--- config.mk ---
export PLATFORM = sky130hd
export DESIGN_NAME = geo_ram_port
export DESIGN_NICKNAME = d
export VERILOG_FILES = /design/src/rtl/geo_ram_port.sv
export SDC_FILE = /design/constraint.sdc
export NUM_CORES = 1
export LEC_CHECK = 0
export CORE_MARGIN = 2
export CORE_UTILIZATION = 58
export CTS_CLUSTER_DIAMETER = 60
export DETAILED_ROUTE_END_ITERATION = 10
export DONT_BUFFER_PORTS = 1
export HOLD_SLACK_MARGIN = 0.12
export MAX_ROUTING_LAYER = met4
export PLACE_DENSITY = 0.82
export SYNTH_ARGS = -nofsm -noshare
export SYNTH_HDL_FRONTEND = slang
export SYNTH_SLANG_ARGS = --single-unit
--- constraint.sdc ---
create_clock -name clk -period 6.9 [get_ports clk]
set_input_delay 1.38 -clock clk [delete_from_list [all_inputs] [get_ports clk]]
set_output_delay 1.38 -clock clk [all_outputs]
set_load 0.02 [all_outputs]
--- src/rtl/geo_ram_port.sv ---
// -----------------------------------------------------------------------------
// geo_ram_port
//
// Downstream memory port of the geometry processor. Pixel-channel requests
// (write, read/modify/write read, COPY read) are queued in arrival order and
// issued one at a time to the shared graphics-RAM arbiter. Read data coming
// back from the arbiter is steered to the channel that issued the read.
// ram_mux_busy throttles the pixel writer before the queue can overflow.
//
// Optional feature (compile-time macro GEO_RAM_PORT_STATS_EN):
//   adds stat_clr input and stat_wr / stat_rd / stat_rdC saturating counters
//   of granted writes, RMW reads and COPY reads.
//
// Ports:
//   clk, reset          clock, asynchronous active-low reset
//   wr_ena              write request from the pixel writer
//   rd_req              read request, read/modify/write channel
//   rd_req_C            read request, COPY channel
//   ram_addr[19:0]      request address
//   ram_wr_data[15:0]   write data
//   ram_mux_busy        queue nearly full, pixel writer must stall
//   rd_data_in[15:0]    read data, RMW channel (held until next strobe)
//   rd_data_rdy         one-cycle strobe, RMW data valid
//   rd_data_in_C[15:0]  read data, COPY channel (held until next strobe)
//   rd_data_rdy_C       one-cycle strobe, COPY data valid
//   mem_req/mem_we/mem_addr/mem_wdata   registered request to the arbiter
//   mem_grant           arbiter accepts the presented request this cycle
//   mem_rdata, mem_rvalid  read return, READ_LATENCY cycles after a read grant
//   proto_err           sticky: dropped request or unexpected read data
// -----------------------------------------------------------------------------
module geo_ram_port #(
    parameter int DEPTH        = 16,
    parameter int MARGIN       = 4,
    parameter int READ_LATENCY = 2
) (
    input  logic        clk,
    input  logic        reset,
    input  logic        wr_ena,
    input  logic        rd_req,
    input  logic        rd_req_C,
    input  logic [19:0] ram_addr,
    input  logic [15:0] ram_wr_data,
    output logic        ram_mux_busy,
    output logic [15:0] rd_data_in,
    output logic        rd_data_rdy,
    output logic [15:0] rd_data_in_C,
    output logic        rd_data_rdy_C,
    output logic        mem_req,
    output logic        mem_we,
    output logic [19:0] mem_addr,
    output logic [15:0] mem_wdata,
    input  logic        mem_grant,
    input  logic [15:0] mem_rdata,
    input  logic        mem_rvalid,
`ifdef GEO_RAM_PORT_STATS_EN
    input  logic        stat_clr,
    output logic [15:0] stat_wr,
    output logic [15:0] stat_rd,
    output logic [15:0] stat_rdC,
`endif
    output logic        proto_err
);

    localparam int PTR_W = $clog2(DEPTH);
    localparam int CNT_W = PTR_W + 1;

    typedef enum logic [1:0] {
        KIND_WR   = 2'd0,
        KIND_RMW  = 2'd1,
        KIND_COPY = 2'd2
    } kind_e;

    typedef struct packed {
        kind_e       kind;
        logic [19:0] addr;
        logic [15:0] data;
    } entry_t;

    typedef enum logic [1:0] {
        S_IDLE    = 2'd0,
        S_PRESENT = 2'd1,
        S_LOAD    = 2'd2
    } state_e;

    // ------------------------------------------------------------------
    // Request selection: one enqueue per cycle, COPY > RMW > write
    // ------------------------------------------------------------------
    entry_t     req_entry;
    logic       req_valid;
    logic       req_multi;

    // NOTE: every always_comb output gets a default first so no path leaves
    // it unassigned; an unassigned path would infer a latch.
    always_comb begin
        req_entry.kind = KIND_WR;
        req_entry.addr = ram_addr;
        req_entry.data = ram_wr_data;
        if (rd_req_C) begin
            req_entry.kind = KIND_COPY;
        end else if (rd_req) begin
            req_entry.kind = KIND_RMW;
        end
    end

    assign req_valid = wr_ena | rd_req | rd_req_C;
    assign req_multi = (rd_req_C & rd_req) | (rd_req_C & wr_ena) | (rd_req & wr_ena);

    // ------------------------------------------------------------------
    // Request queue
    // ------------------------------------------------------------------
    entry_t             queue_mem [DEPTH];
    logic [PTR_W-1:0]   wr_ptr_q, rd_ptr_q;
    logic [CNT_W-1:0]   count_q, count_d;
    logic               busy_q;
    state_e             state_q;
    entry_t             head;
    logic               full;
    logic               push;
    logic               pop;

    assign head    = queue_mem[rd_ptr_q];
    assign full    = (count_q == CNT_W'(DEPTH));
    assign push    = req_valid && !full;
    // Only the PRESENT state drives mem_req, so a grant elsewhere is ignored.
    assign pop     = (state_q == S_PRESENT) && mem_grant;
    assign count_d = count_q + CNT_W'(push) - CNT_W'(pop);

    // NOTE: the storage array carries no reset; the pointers and count alone
    // say which entries are live, so the array can map onto plain RAM.
    always_ff @(posedge clk) begin
        if (push) begin
            queue_mem[wr_ptr_q] <= req_entry;
        end
    end

    // NOTE: sequential state uses non-blocking assignments only, so every
    // flop samples the pre-edge values regardless of statement order.
    always_ff @(posedge clk or negedge reset) begin
        if (!reset) begin
            wr_ptr_q <= '0;
            rd_ptr_q <= '0;
            count_q  <= '0;
            busy_q   <= 1'b0;
        end else begin
            wr_ptr_q <= wr_ptr_q + PTR_W'(push);
            rd_ptr_q <= rd_ptr_q + PTR_W'(pop);
            count_q  <= count_d;
            // Evaluated on next-state count so the stall is seen one cycle
            // after the push that reaches the threshold.
            busy_q   <= (count_d >= CNT_W'(DEPTH - MARGIN));
        end
    end

    // ------------------------------------------------------------------
    // Issue FSM with registered arbiter outputs
    // ------------------------------------------------------------------
    logic        mem_req_q;
    logic        mem_we_q;
    logic [19:0] mem_addr_q;
    logic [15:0] mem_wdata_q;
    logic        mem_copy_q;

    always_ff @(posedge clk or negedge reset) begin
        if (!reset) begin
            state_q     <= S_IDLE;
            mem_req_q   <= 1'b0;
            mem_we_q    <= 1'b0;
            mem_addr_q  <= '0;
            mem_wdata_q <= '0;
            mem_copy_q  <= 1'b0;
        end else begin
            case (state_q)
                S_IDLE: begin
                    if (count_q != '0) begin
                        state_q     <= S_PRESENT;
                        mem_req_q   <= 1'b1;
                        mem_we_q    <= (head.kind == KIND_WR);
                        mem_copy_q  <= (head.kind == KIND_COPY);
                        mem_addr_q  <= head.addr;
                        mem_wdata_q <= head.data;
                    end
                end
                S_PRESENT: begin
                    if (mem_grant) begin
                        mem_req_q <= 1'b0;
                        state_q   <= (count_d == '0) ? S_IDLE : S_LOAD;
                    end
                end
                S_LOAD: begin
                    // rd_ptr_q already points at the new head here.
                    state_q     <= S_PRESENT;
                    mem_req_q   <= 1'b1;
                    mem_we_q    <= (head.kind == KIND_WR);
                    mem_copy_q  <= (head.kind == KIND_COPY);
                    mem_addr_q  <= head.addr;
                    mem_wdata_q <= head.data;
                end
                default: begin
                    state_q   <= S_IDLE;
                    mem_req_q <= 1'b0;
                end
            endcase
        end
    end

    // ------------------------------------------------------------------
    // Read tag pipeline: one slot per cycle, bubbles for writes / no grant,
    // so the output slot lines up with mem_rvalid of the matching read.
    // ------------------------------------------------------------------
    logic [READ_LATENCY-1:0] tag_vld_q;
    logic [READ_LATENCY-1:0] tag_copy_q;
    logic                    rd_accept;
    logic                    tag_hit;
    logic                    tag_stray;

    assign rd_accept = pop && !mem_we_q;
    assign tag_hit   = mem_rvalid && tag_vld_q[READ_LATENCY-1];
    assign tag_stray = mem_rvalid && !tag_vld_q[READ_LATENCY-1];

    always_ff @(posedge clk or negedge reset) begin
        if (!reset) begin
            tag_vld_q  <= '0;
            tag_copy_q <= '0;
        end else begin
            tag_vld_q[0]  <= rd_accept;
            tag_copy_q[0] <= mem_copy_q;
            for (int i = 1; i < READ_LATENCY; i++) begin
                tag_vld_q[i]  <= tag_vld_q[i-1];
                tag_copy_q[i] <= tag_copy_q[i-1];
            end
        end
    end

    // ------------------------------------------------------------------
    // Read return steering and protocol error flag
    // ------------------------------------------------------------------
    logic [15:0] rd_data_q, rd_data_c_q;
    logic        rd_rdy_q, rd_rdy_c_q;
    logic        proto_err_q;

    always_ff @(posedge clk or negedge reset) begin
        if (!reset) begin
            rd_data_q   <= '0;
            rd_data_c_q <= '0;
            rd_rdy_q    <= 1'b0;
            rd_rdy_c_q  <= 1'b0;
            proto_err_q <= 1'b0;
        end else begin
            rd_rdy_q   <= tag_hit && !tag_copy_q[READ_LATENCY-1];
            rd_rdy_c_q <= tag_hit &&  tag_copy_q[READ_LATENCY-1];
            if (tag_hit) begin
                if (tag_copy_q[READ_LATENCY-1]) begin
                    rd_data_c_q <= mem_rdata;
                end else begin
                    rd_data_q <= mem_rdata;
                end
            end
            if ((req_valid && (req_multi || full)) || tag_stray) begin
                proto_err_q <= 1'b1;
            end
        end
    end

`ifdef GEO_RAM_PORT_STATS_EN
    // ------------------------------------------------------------------
    // Granted-request statistics, saturating at all-ones
    // ------------------------------------------------------------------
    logic [15:0] stat_wr_q, stat_rd_q, stat_rdc_q;

    always_ff @(posedge clk or negedge reset) begin
        if (!reset) begin
            stat_wr_q  <= '0;
            stat_rd_q  <= '0;
            stat_rdc_q <= '0;
        end else if (stat_clr) begin
            stat_wr_q  <= '0;
            stat_rd_q  <= '0;
            stat_rdc_q <= '0;
        end else if (pop) begin
            if (mem_we_q) begin
                if (stat_wr_q != 16'hFFFF) stat_wr_q <= stat_wr_q + 16'd1;
            end else if (mem_copy_q) begin
                if (stat_rdc_q != 16'hFFFF) stat_rdc_q <= stat_rdc_q + 16'd1;
            end else begin
                if (stat_rd_q != 16'hFFFF) stat_rd_q <= stat_rd_q + 16'd1;
            end
        end
    end

    assign stat_wr  = stat_wr_q;
    assign stat_rd  = stat_rd_q;
    assign stat_rdC = stat_rdc_q;
`endif

    assign ram_mux_busy  = busy_q;
    assign mem_req       = mem_req_q;
    assign mem_we        = mem_we_q;
    assign mem_addr      = mem_addr_q;
    assign mem_wdata     = mem_wdata_q;
    assign rd_data_in    = rd_data_q;
    assign rd_data_in_C  = rd_data_c_q;
    assign rd_data_rdy   = rd_rdy_q;
    assign rd_data_rdy_C = rd_rdy_c_q;
    assign proto_err     = proto_err_q;

endmodule

# After elaboration in Yosys (flattened, before gate mapping)
# Memories as Yosys holds them, arrays and structs flattened.
# Index checks and enable logic that the tools add are counted.
# Widths: inputs -> output; s select.
# word_totals
regBits	94
latch_bits	0
ram_bits	608
romBits	0
elab_cells	79
mem_count	1
# op_classes
addsub	4
mul	0
n_div	0
order_cmp	1
n_eq_ne	6
n_shift	0
muxes	19
bitwise_logic	8
reduce_logical	23
# mem_list
name	depth	word_bits	read_ports	rd_ports_with_merged_regs	wr	line_no	text
queue_mem	16	38	1	0	1	111	entry_t queue_mem [DEPTH];
# op_table
operator	n
$pmux 20 s2	1
$pmux 16 s2	1
$mux 20	1
$mux 16	1
$add 4x1->4	2
$logic_and 1x1->1	8
$mux 2	4
$reduce_and 2->1	4
$mux 1	7
$pmux 2 s3	1
$add 5x1->5	1
$eq 5x5->1 const B	1
$ge 5x4->1 const B	1
$logic_not 5->1	1
$reduce_bool 5->1	1
$sub 5x1->5	1
$eq 2x2->1 const B	2
$logic_not 1->1	4
$logic_not 2->1	2
$ne 2x2->1 const B	2
$or 1x1->1	4
$pmux 1 s2	2
$and 1x1->1	3
$pmux 1 s3	1
4 further kinds	5

# Logic depth before layout (Yosys ltp)
# logic_depth
ltp_word	9
mapped_depth	15

# Least setup slack after synthesis
# Ideal clock, no wire load.
# synth_path
kind	input-to-reg
startpoint	input port wr_ena
endpoint	memory queue_mem[0][0] (netlist name), enable pin
setup_ps	480
arrival_time_ps	4678
setup_slack_ps	1742
cell_stages	4
n_path_buf	0
path_cell_list	nor3_1 -> or2_2 -> or3_1 -> nor3_1
# synth_via
elab_chain_len	5
# synth_lines
item	line_no	text
start, declared	38	input logic wr_ena,
$or 1x1->1 (2 in series)	105	assign req_valid = wr_ena | rd_req | rd_req_C;
$logic_and 1x1->1	123	assign push = req_valid && !full;
$mux 1	131	if (push) begin
$mux 1 (not written as such)	132	queue_mem[wr_ptr_q] <= req_entry;
end, declared	111	
# Every way passes these cells.

# Worst setup path in the final report
# layout_path
startpoint	register count_q[3]
endpoint	memory queue_mem[10][20] (netlist name), enable pin
# layout_via
elab_chain_len	5
# layout_lines
item	line_no	text
start, declared	113	logic [CNT_W-1:0] count_q, count_d;
start signal, assigned	147	count_q <= count_d;
$eq 5x5->1	122	assign full = (count_q == CNT_W'(DEPTH));
$logic_not 1->1	123	
$logic_and 1x1->1	123	
$mux 1	131	
$mux 1 (not written as such)	132	
# Every way passes these cells.

==> summary.txt <==
Power and ir drop
  – VDD IR max: between 0.3 and 0.4 mV
  – Leakage power total: 9.96 nW
  – Power per standard cell area: 458 nW/um^2
  – Tot Pwr: between 10 and 15 mW

Cells and area
  – Area growth syn-to-layout: 11.7%
  – Final #Nets: 1344
  – Layout cells sized above 1: between 20% and 30%

STA
  – Maximum clock rate: 287 MHz
  – Minimum clock period: 3480 ps
  – Setup TNS: 0 ps
  – Tcrit/Tclk final: 50.4%
  – # setup viols final: 0
  – Relative slew margins: 31.8%
  – Unrepaired setup endpoints after global routing: no
  – Fin. max-slew vios: 0
  – Final Hold Viols: 0
  – Worst setup margin: roughly 3400 ps
  – Worst Skew: 32.1 ps
  – Worst-Margin Slew: about 1000 ps

GRT
  – Vias in the first global route: 13400
  – Total GRT Usage: 26.3%
  – Antenna violations before repair: 1
  – M3 GR Usage: 6.05%
  – M2 GR Usage: a little over two fifths
  – Largest net degree at the start of global routing: 95
  – First-pass GRT wire length: 87700 um
  – GRT busiest layer: met2
  – Met1 GRT Util: 33.3%
  – GRT overflow: 0

Die
  – DIE WIDTH: between 200 and 250 um
  – Initial core utilization: 58.8%
  – I/O pin count: roughly 130
  – Die H: between 200 and 250 um
  – Std-Cell Rows: 78
  – Core area: 45400 um^2
  – Die area: 47800 um^2

Route
  – Via/cell ratio: roughly 6.6
  – DR iter-0 viols: 1510
  – DRT Wirelength: 58600 um
  – Routed WL per cell: 30.3 um
  – Drt pass-1 iters: 5
  – Vias: 12700
  – Routed Antenna Nets: 0
  – DRC viols: 0

Synth
  – Main area contributors after synthesis: edfxtp_1 (68%), mux4_2 (13%), dfrtp_1 (8.8%)
  – Synthesized area per cell: 21.6 um^2
  – Synth top area share: 68.4%
  – Synth warnings: 0
  – Mapped Cells: roughly 1200
  – Synth Register Bits: 702
  – Register area share after synthesis: between 70% and 80%
  – Yosys cell types: 40
  – Syn_nets: 1308
  – Cell Area, Synth: 26700 um^2
  – Leading area contributor after synthesis: edfxtp_1

Worst setup path
  – CP Cell Sequence: inv_1 -> ha_1 -> nor3b_1 -> and2_1 -> or2_2 -> inv_1 -> nand3b_1 -> nor2_4 -> buf_4
  – CP endpoint kind: flip-flop
  – Crit-path slowest cell: nor2_4
  – Startpoint Class: flip-flop
  – Arr. time, crit path: 3730 ps
  – Worst reg2reg path depth: 9
  – CP most frequent cell: inv_1
  – Critical path fanouts, max: 20
  – CP required: slightly above 7000 ps
  – Crit Path Category: flip-flop to flip-flop
  – Largest stage delay, worst path: 760 ps

CTS
  – CTS H-tree depth: 3
  – CTS hold repair buffers: 0
  – Reg clk slew, reported paths: 60 ps
  – Insertion delay to the later sink of the worst-skew pair: roughly 600 ps
  – # clock sinks: 702
  – CTS root buf: clkbuf_16
  – Total CTS buffers: between 70 and 80
  – Clock tree buffer depth: 3
  – Setup Buffers After CTS: 0
  – Number of gates resized after cts: 0
  – CTS tree: done

Status
  – Outcome: finished, final reports clean

Placed design
  – Pre-CTS setup slack: 3130 ps
  – Port buffer count: 0
  – RD Place Congestion: 0.783
  – Post-detail-place hpwl: 30900 um

Hold path
  – Hold Crit Class: flip-flop to flip-flop
  – Hold Path Stages: 0

Job
  – Maxcap violations: 0
-- stage by stage --
step,util [%],cells,area (um^2),hold WS (ps)
floorplan,-,1238,26700,331
global placement,60.6,1801,27500,333
detailed placement,60.6,1801,27500,336
CTS,65.7,1931,29800,348
global route,65.7,1932,29800,359
finish,65.7,1932,29800,346
-- critical path, delay by kind of cell (launching register included) --
kind	cells	cell delay [ps]
buf+inv	3	730
flops	1	370
simple gates	5	1830
fa+ha+maj	1	180
-- layout make-up --
| cell class | instances | area (um^2) |
|---|---|---|
| fillers | 2767 | 15600 |
| diodes | 1 | 2.50 |
| inverters | 17 | 63.8 |
| clock inverters | 26 | 305 |
| multi-input cells | 454 | 5830 |
| clock buffers | 104 | 2020 |
| well taps | 600 | 751 |
| flip-flops and latches | 702 | 20600 |
| repair buffers | 28 | 223 |
-- per-layer routing --
| layer | up-vias | wire length, um |
|---|---|---|
| met4 | 0 | 1450 |
| met5 | - | 0 |
| met3 | 108 | 5190 |
| li1 | 5165 | - |
| met1 | 6666 | 21700 |
| met2 | 732 | 30300 |
-- cells in the mapped netlist, drive strengths merged --
library cell / n
inv: 16
or3: 1
nor2b: 1
clkbuf: 37
o21a: 1
clkinv: 1
a31oi: 1
a22o: 2
a221o: 36
and2: 1
fa: 1
nand2: 52
a21o: 2
o41ai: 1
edfxtp: 608
or2: 1
mux2: 52
nand2b: 3
nor3: 43
buf: 28
nand3b: 6
maj3: 1
o21bai: 1
dfrtp: 94
o32ai: 1
and4: 1
xor2: 2
mux2i: 44
ha: 10
nor2: 17
mux4: 149
xnor2: 6
nand4: 1
a21oi: 4
nand3: 6
nor3b: 2
o21ai: 5
-- flip-flops by register name, summed over array words and instances (netlist names) --
signal	flops
rd_data_in	16
mem_copy_q	1
mem_addr	20
ram_mux_busy	1
queue_mem	608
state_q	2
tag_vld_q	2
rd_data_rdy	1
proto_err	1
tag_copy_q	2
rd_data_in_C	16
rd_data_rdy_C	1
count_q	5
mem_we	1
mem_req	1
mem_wdata	16
wr_ptr_q	4
rd_ptr_q	4
-- final timing paths --
path | from | to | slack [ps]
max in group asynchronous | reset | mem_wdata[0] | 6200
min | tag_copy_q[0] | tag_copy_q[1] | 350
min in group asynchronous | reset | mem_addr[18] | 480
min reg2reg | tag_copy_q[0] | tag_copy_q[1] | 350
max | count_q[3] | queue_mem[10][20] | 3420
max reg2reg | count_q[3] | queue_mem[10][20] | 3420
-- where the power goes --
| group | leakage, nW | internal (mW) | switching, mW |
|---|---|---|---|
| Combinational | 2.16 | 1.63 | 1.87 |
| Clock | 1.13 | 2.27 | 1.58 |
| Sequential | 6.68 | 5.53 | 0.801 |
| Total | 9.96 | 9.43 | 4.24 |
-- logic make-up (layout without fill, tap and decap cells) --
logic type      Yosys count  after routing  share of synthesized area, %
buf+inv                  82            175                          1.42
flops                   702            702                          77.2
mux                     245            245                          16.4
fa+ha+maj                12             12                         0.581
xor+xnor                  8              8                         0.262
compound gates           54             54                          1.79
simple gates            135            135                          2.33
other cells               0              1                             0
-- cell usage in the layout, fill, tap and decap left out, types with 2 or more instances in the layout --
cell type,n
nand3b_1,6
o21ai_0,5
dfrtp_1,90
nand2b_1,3
buf_4,27
clkinvlp_4,2
nor2_1,4
clkbuf_8,5
mux2_2,52
a22o_1,2
clkbuf_1,23
ha_1,10
inv_6,3
nand3_1,6
nor3_2,4
a221o_1,36
nand2_1,52
nor2_4,13
clkbuf_16,74
clkinv_1,9
edfxtp_1,608
bufinv_16,6
dfrtp_4,3
a21oi_1,4
xor2_1,2
nor3_1,39
clkinv_2,4
nor3b_1,2
mux4_2,149
inv_1,16
mux2i_1,44
xnor2_1,6
clkbuf_4,2
No activity file was read; power rests on OpenSTA's default activity.
